==> config.mk <==
export PLATFORM = sky130hd
export DESIGN_NAME = fifo_stream_out
export DESIGN_NICKNAME = d
export VERILOG_FILES = /design/src/rtl/fifo_stream_out.sv
export SDC_FILE = /design/constraint.sdc
export NUM_CORES = 1
export LEC_CHECK = 0
export CAP_MARGIN = 25
export CORE_MARGIN = 2
export CORE_UTILIZATION = 51
export CTS_CLUSTER_DIAMETER = 150
export DETAILED_ROUTE_END_ITERATION = 8
export HOLD_SLACK_MARGIN = 0.12
export MAX_ROUTING_LAYER = met4
export PLACE_DENSITY = 0.91
export SLEW_MARGIN = 20
export SYNTH_ARGS = -nofsm -noshare
export SYNTH_HDL_FRONTEND = slang
export SYNTH_SLANG_ARGS = --single-unit
export TNS_END_PERCENT = 1
==> constraint.sdc <==
create_clock -name clk -period 2.6 [get_ports clk]
set_input_delay 0.39 -clock clk [delete_from_list [all_inputs] [get_ports clk]]
set_output_delay 0.39 -clock clk [all_outputs]
set_load 0.01 [all_outputs]
==> src/rtl/fifo_stream_out.sv <==
// Drains a synchronous FIFO into a valid/ready stream through a two-entry buffer
// and frames it into PKT_LEN-beat packets. Optional word counter: STREAM_OUT_CNT_EN.
module fifo_stream_out #(
    parameter int DATA_WIDTH = 8,
    parameter int PKT_LEN    = 4
) (
    input  logic                  clk,
    input  logic                  reset,
    input  logic                  fifo_empty,
    input  logic [DATA_WIDTH-1:0] fifo_r_data,
    output logic                  fifo_rd,
    output logic                  m_valid,
    input  logic                  m_ready,
    output logic [DATA_WIDTH-1:0] m_data,
    output logic                  m_last
`ifdef STREAM_OUT_CNT_EN
    ,
    output logic [15:0]           word_cnt
`endif
);

    localparam int BEAT_W = (PKT_LEN > 1) ? $clog2(PKT_LEN) : 1;
    localparam logic [BEAT_W-1:0] LAST_BEAT = BEAT_W'(PKT_LEN - 1);

    logic [DATA_WIDTH-1:0] head_q, head_d;
    logic [DATA_WIDTH-1:0] skid_q, skid_d;
    logic [1:0]            cnt_q, cnt_d;
    logic [BEAT_W-1:0]     beat_q, beat_d;
    logic                  push;
    logic                  accept;

    // Pop decision uses only registered occupancy, so m_ready never reaches fifo_rd.
    always_comb begin
        push    = ~reset & ~fifo_empty & (cnt_q != 2'd2);
        fifo_rd = push;
        m_valid = (cnt_q != 2'd0);
        accept  = m_valid & m_ready;
        m_data  = head_q;
        m_last  = m_valid & (beat_q == LAST_BEAT);
    end

    always_comb begin
        head_d = head_q;
        skid_d = skid_q;
        beat_d = beat_q;
        cnt_d  = cnt_q + {1'b0, push} - {1'b0, accept};

        if (accept && (cnt_q == 2'd2)) begin
            head_d = skid_q;
        end
        if (push) begin
            if ((cnt_q == 2'd0) || accept) begin
                head_d = fifo_r_data;
            end else begin
                skid_d = fifo_r_data;
            end
        end

        if (accept) begin
            beat_d = (beat_q == LAST_BEAT) ? '0 : beat_q + BEAT_W'(1);
        end
    end

    always_ff @(posedge clk) begin
        if (reset) begin
            head_q <= '0;
            skid_q <= '0;
            cnt_q  <= 2'd0;
            beat_q <= '0;
        end else begin
            head_q <= head_d;
            skid_q <= skid_d;
            cnt_q  <= cnt_d;
            beat_q <= beat_d;
        end
    end

`ifdef STREAM_OUT_CNT_EN
    logic [15:0] word_cnt_q, word_cnt_d;

    always_comb begin
        word_cnt_d = word_cnt_q;
        if (accept) begin
            word_cnt_d = word_cnt_q + 16'd1;
        end
    end

    always_ff @(posedge clk) begin
        if (reset) begin
            word_cnt_q <= 16'd0;
        end else begin
            word_cnt_q <= word_cnt_d;
        end
    end

    assign word_cnt = word_cnt_q;
`endif

endmodule
# Yosys cells after proc, flatten, opt, wreduce, memory -nomap -nowiden
# Index checks and enable logic that the tools add are counted.
# Widths: inputs -> output; s select.
[word_totals]
ff_bits = 20
out_inout_bits = 11
elab_cells = 26
[classes]
add_sub_neg = 3
eq_ne = 3
n_mux = 4
bitwise_logic = 7
n_reduce_logical = 5
[op_table]
columns = ["operator", "count"]
rows = [
  ["$mux 8", 3],
  ["$and 1x1->1", 4],
  ["$eq 2x2->1 const B", 2],
  ["$not 1->1", 3],
  ["$add 2x1->2", 1],
  ["$add 2x1->2 const B", 1],
  ["$logic_not 2->1", 1],
  ["$mux 2", 1],
  ["$ne 2x2->1 const B", 1],
  ["$reduce_and 2->1", 1],
  ["$reduce_bool 2->1", 1],
  ["$sub 2x1->2", 1],
  ["$logic_and 1x1->1", 1],
  ["$logic_or 1x1->1", 1],
]

# Longest topological paths before layout
[depth]
word_depth = 6
depth_mapped = 6
depth_no_buf = 5

# Least setup slack after synthesis
# Ideal clock, no wire load.
[synth_timing]
path_kind = "input -> register"
startpoint = "in m_ready"
endpoint = "reg cnt_q[1]"
setup_time_ns = 0.070
arrival_ns = 1.512
required_ns = 2.530
slack_ns = 1.018
cell_stages = 6
n_path_buf = 1
path_cell_list = "buf_4 > nand3b_1 > o21ai_0 > ha_1 > or3_1 > a21oi_1"
[synth_via]
elab_chain_cells = 2
[synth_rtl]
columns = ["item", "line", "rtl"]
rows = [
  ["from (decl)", "13", "input logic m_ready,"],
  ["$and 1x1->1", "37", "accept = m_valid & m_ready;"],
  ["$sub 2x1->2", "46", "cnt_d = cnt_q + {1'b0, push} - {1'b0, accept};"],
  ["to (signal assigned)", "73", "cnt_q <= cnt_d;"],
  ["to (decl)", "27", "logic [1:0] cnt_q, cnt_d;"],
]
# No other way between the ends.
# A chain may end at the register's enable or synchronous reset.

# Worst setup path after layout
[layout_timing]
startpoint = "reg cnt_q[0]"
endpoint = "out m_last"
[layout_via]
elab_chain_cells = 2
[layout_rtl]
columns = ["item", "line", "rtl"]
rows = [
  ["$reduce_bool 2->1", "36", "m_valid = (cnt_q != 2'd0);"],
  ["$and 1x1->1", "39", "m_last = m_valid & (beat_q == LAST_BEAT);"],
  ["to (decl)", "15", "output logic m_last"],
]
# No other way between the ends.

==> qor.log <==
INFO  cts            post_cts.repair.setup_buffers=0
INFO  final_layout   final_core_utilization=0.707
INFO  worst_setup_path cp_data_required_time=2210ps
INFO  logic_synthesis synth_sequential_area_ratio=0.428
INFO  logic_synthesis syn-mean-instance-area=8.65um^2
INFO  placement      io_buffer_count=22
INFO  detailed_routing avgViaCountPerCell=5.42
INFO  placement      post-dp-hpwl=1.52mm
INFO  timing         setup_tns=0ps
INFO  cts            clock_sinks=20
INFO  worst_setup_path crit_type=flip-flop to output pin
INFO  timing         finClkSkew=15.9ps
INFO  global_routing antenna_found_initial=0
INFO  job            drv_cap=0
INFO  detailed_routing drt_drc_violations_left=0
INFO  timing         max_clock_freq=441MHz
INFO  worst_setup_path crit_path_end_kind=output pin
INFO  worst_setup_path timing.critical_path.arrival=1880ps
INFO  run_status     status=finished, final reports clean
INFO  detailed_routing route.antenna.remaining_nets=0
INFO  timing         final.min_clock_period=2270ps
INFO  cts            hold_buffers=0
INFO  power_and_ir_drop p_sw_frac=0.221
INFO  final_layout   layoutNonFillerInstCount=156
INFO  worst_setup_path timing.critical_path.slowest_cell_delay=530ps
INFO  timing         hold_viol=0
INFO  timing         slew_viol_final=0
INFO  die            floorplan.die.height=46.8um
INFO  detailed_routing post_drt_wl_per_cell=13.3um
INFO  global_routing globalRoute.totalOverflow=0
INFO  logic_synthesis yosysWarnings=0
INFO  worst_setup_path crit_path_start_kind=flip-flop
INFO  timing         layout_worst_path_cycle_share=0.872
INFO  logic_synthesis syn-cell-area=935um^2
INFO  timing         tightest_slew=551ps
INFO  power_and_ir_drop intPower=532uW
INFO  power_and_ir_drop power.sequential.fraction=0.482
INFO  placement      numPlacedInstances=152
INFO  die            floorplan.initialDensity=0.541
INFO  final_layout   final.fill_count=144
INFO  logic_synthesis post_synth_inst_count=108
INFO  logic_synthesis synthDominantAreaCellType=sky130_fd_sc_hd__dfxtp_1
INFO  cts            cts_buffers=3
INFO  detailed_routing routed-via-count=846
INFO  global_routing grt_usage=0.219
INFO  final_layout   areaGrowthSynthToFinish=30.7%
INFO  cts            worst_setup_hold_path_clk_slew=120ps
INFO  die            num_rows=15
INFO  timing         setup_violations=0
INFO  logic_synthesis nets_in_the_synthesized_netlist=122
INFO  die            die_x=46.8um
INFO  detailed_routing first_pass_iteration_count_of_the_detailed_router=4
INFO  power_and_ir_drop cellPowerDensity=559mW/mm^2
INFO  logic_synthesis synthTopCellsByArea=sky130_fd_sc_hd__dfxtp_1, sky130_fd_sc_hd__nand2_1, sky130_fd_sc_hd__a311oi_1
INFO  detailed_routing detail_route.wirelength=2.07mm
INFO  power_and_ir_drop total_leakage_power=0.000419uW
INFO  worst_setup_path cp_cell_sequence=or2_1 > and2_1 > clkdlybuf4s50_1
INFO  global_routing pin_count_of_the_biggest_net_entering_global_routing=22
INFO  power_and_ir_drop clock_power_share=0.370
INFO  power_and_ir_drop maximum_resistive_drop_on_vdd=0.573mV
INFO  final_layout   num-nets-final=146
INFO  cts            worst_skew_pair.late_latency=310ps
INFO  detailed_routing starting_drc_count_in_detailed_routing=17
INFO  cts            htree_levels=1
INFO  cts            clock_tree.root_cell=sky130_fd_sc_hd__clkbuf_4
INFO  cts            tritoncts=built
INFO  timing         timing.max_slew.rel_slack=0.631
INFO  die            fp.dieArea=0.00219mm^2
INFO  hold_path      worst_hold_path_type=flip-flop to flip-flop
INFO  logic_synthesis yosys.cell_types.count=23
INFO  global_routing grt_pass1_vias=805
INFO  logic_synthesis seq_cells_post_synth=20
INFO  global_routing global_route_wire_length_before_repair=3.22mm
INFO  cts            cts_repair_resize_count=0
INFO  final_layout   layout-drive-gt1-share=0.0763
INFO  timing         grt_setup_unrepaired=false
INFO  logic_synthesis synth_top_area_frac=0.428
INFO  final_layout   antenna_cells=0
INFO  die            io_pins=23
INFO  cts            ctsLongestPathBuffers=2
INFO  die            core=0.00173mm^2
INFO  power_and_ir_drop p_switching=151uW
INFO  worst_setup_path critical_path_s_slowest_cell=sky130_fd_sc_hd__clkdlybuf4s50_1
INFO  power_and_ir_drop comb_power_share=0.148
INFO  worst_setup_path worst_path_maximum_fanout=12
INFO  placement      finalWeightedCongestion=0.801
==> cell usage in the layout (no fill, tap or decap) <==
master,Yosys,layout
sky130_fd_sc_hd__nor4b_4,1,1
sky130_fd_sc_hd__a311oi_1,8,8
sky130_fd_sc_hd__inv_1,2,2
sky130_fd_sc_hd__nor2b_1,1,1
sky130_fd_sc_hd__nand2b_1,8,8
sky130_fd_sc_hd__or3_1,2,2
sky130_fd_sc_hd__clkdlybuf4s50_1,0,22
sky130_fd_sc_hd__o21ai_1,8,8
sky130_fd_sc_hd__buf_4,1,4
sky130_fd_sc_hd__and3b_1,1,1
sky130_fd_sc_hd__and2_1,1,1
sky130_fd_sc_hd__a21o_4,1,1
sky130_fd_sc_hd__nand2_1,27,27
sky130_fd_sc_hd__clkbuf_4,0,3
sky130_fd_sc_hd__ha_1,2,2
sky130_fd_sc_hd__nand3_1,1,1
sky130_fd_sc_hd__dfxtp_1,20,20
sky130_fd_sc_hd__o21ai_0,3,3
sky130_fd_sc_hd__bufinv_16,0,1
sky130_fd_sc_hd__nand3b_1,1,1
sky130_fd_sc_hd__a211oi_1,8,8
sky130_fd_sc_hd__or2_1,2,2
sky130_fd_sc_hd__a21oi_1,4,4
==> routing by layer <==
layer / vias to the layer above / global-route usage / routed length, um
li1: 433 / - / -
met1: 389 / 0.216 / 819
met2: 24 / 0.359 / 1130
met3: 0 / 0.100 / 119
met4: 0 / 0.111 / 0
met5: - / - / 0
==> flip-flops by register name, summed over array words and instances, names as in the netlist <==
register,flops
skid_q,8
cnt_q,2
m_data,8
beat_q,2
==> final cells by class <==
cell class	instances	area, um^2	area share
inverter	2	7.51	0.00615
multi-input combinational	79	479	0.392
timing repair buffer	26	250	0.205
clock inverter	1	30.0	0.0246
sequential	20	400	0.328
clock buffer	3	22.5	0.0184
tap	25	31.3	0.0256
==> power groups by stage <==
stage / Clock (uW) / Combinational (uW) / Sequential, uW
global route: 272 / 110 / 331
finish: 252 / 101 / 329
floorplan: 0 / 44.7 / 340
detailed placement: 0 / 101 / 337
global placement: 0 / 98.1 / 336
CTS: 256 / 101 / 329
==> kinds of logic after synthesis <==
| kind of cell | after synthesis | share of synthesized area |
|---|---|---|
| adder cells (fa/ha/maj) | 2 | 0.0268 |
| AO/OA/AOI/OAI | 32 | 0.236 |
| AND/OR/NAND/NOR | 45 | 0.250 |
| buffers and inverters | 9 | 0.0589 |
| flip-flops | 20 | 0.428 |
==> cell usage after synthesis <==
| library cell | instances |
|---|---|
| sky130_fd_sc_hd__nor4b_4 | 1 |
| sky130_fd_sc_hd__buf_4 | 1 |
| sky130_fd_sc_hd__clkbuf_1 | 2 |
| sky130_fd_sc_hd__inv_1 | 2 |
| sky130_fd_sc_hd__a21o_4 | 1 |
| sky130_fd_sc_hd__nand3b_1 | 1 |
| sky130_fd_sc_hd__ha_1 | 2 |
| sky130_fd_sc_hd__buf_6 | 2 |
| sky130_fd_sc_hd__o21ai_1 | 8 |
| sky130_fd_sc_hd__a21oi_1 | 4 |
| sky130_fd_sc_hd__nor2b_1 | 1 |
| sky130_fd_sc_hd__o21ai_0 | 3 |
| sky130_fd_sc_hd__or3_1 | 2 |
| sky130_fd_sc_hd__or2_1 | 2 |
| sky130_fd_sc_hd__and2_1 | 1 |
| sky130_fd_sc_hd__nand2b_1 | 8 |
| sky130_fd_sc_hd__and3b_1 | 1 |
| sky130_fd_sc_hd__nand2_1 | 27 |
| sky130_fd_sc_hd__a211oi_1 | 8 |
| sky130_fd_sc_hd__buf_2 | 2 |
| sky130_fd_sc_hd__a311oi_1 | 8 |
| sky130_fd_sc_hd__nand3_1 | 1 |
| sky130_fd_sc_hd__dfxtp_1 | 20 |
==> critical path: cells and delay by family, from the launching register on <==
family	cells	cell delay, ps
buffers and inverters	1	530
DFF	1	420
and+or+nand+nor	2	620
==> through the flow <==
stage	hold WS, ps	total power, uW	cell area (um^2)	setup WS, ps
after detailed placement	455	437	1170	363
after floorplan	440	385	935	1020
after CTS	472	686	1220	330
final	468	682	1220	333
after global placement	446	434	1170	397
after global routing	496	713	1220	206
==> worst paths after layout <==
check         endpoint  cells past startpoint  slack [ps]  startpoint
max             m_last                      3         330    cnt_q[0]
min          beat_q[1]                      2         470   beat_q[1]
max reg2reg  m_data[5]                      3        1170    cnt_q[1]
min reg2reg  beat_q[1]                      2         470   beat_q[1]
Note: power is estimated with default switching activity, not from simulation.
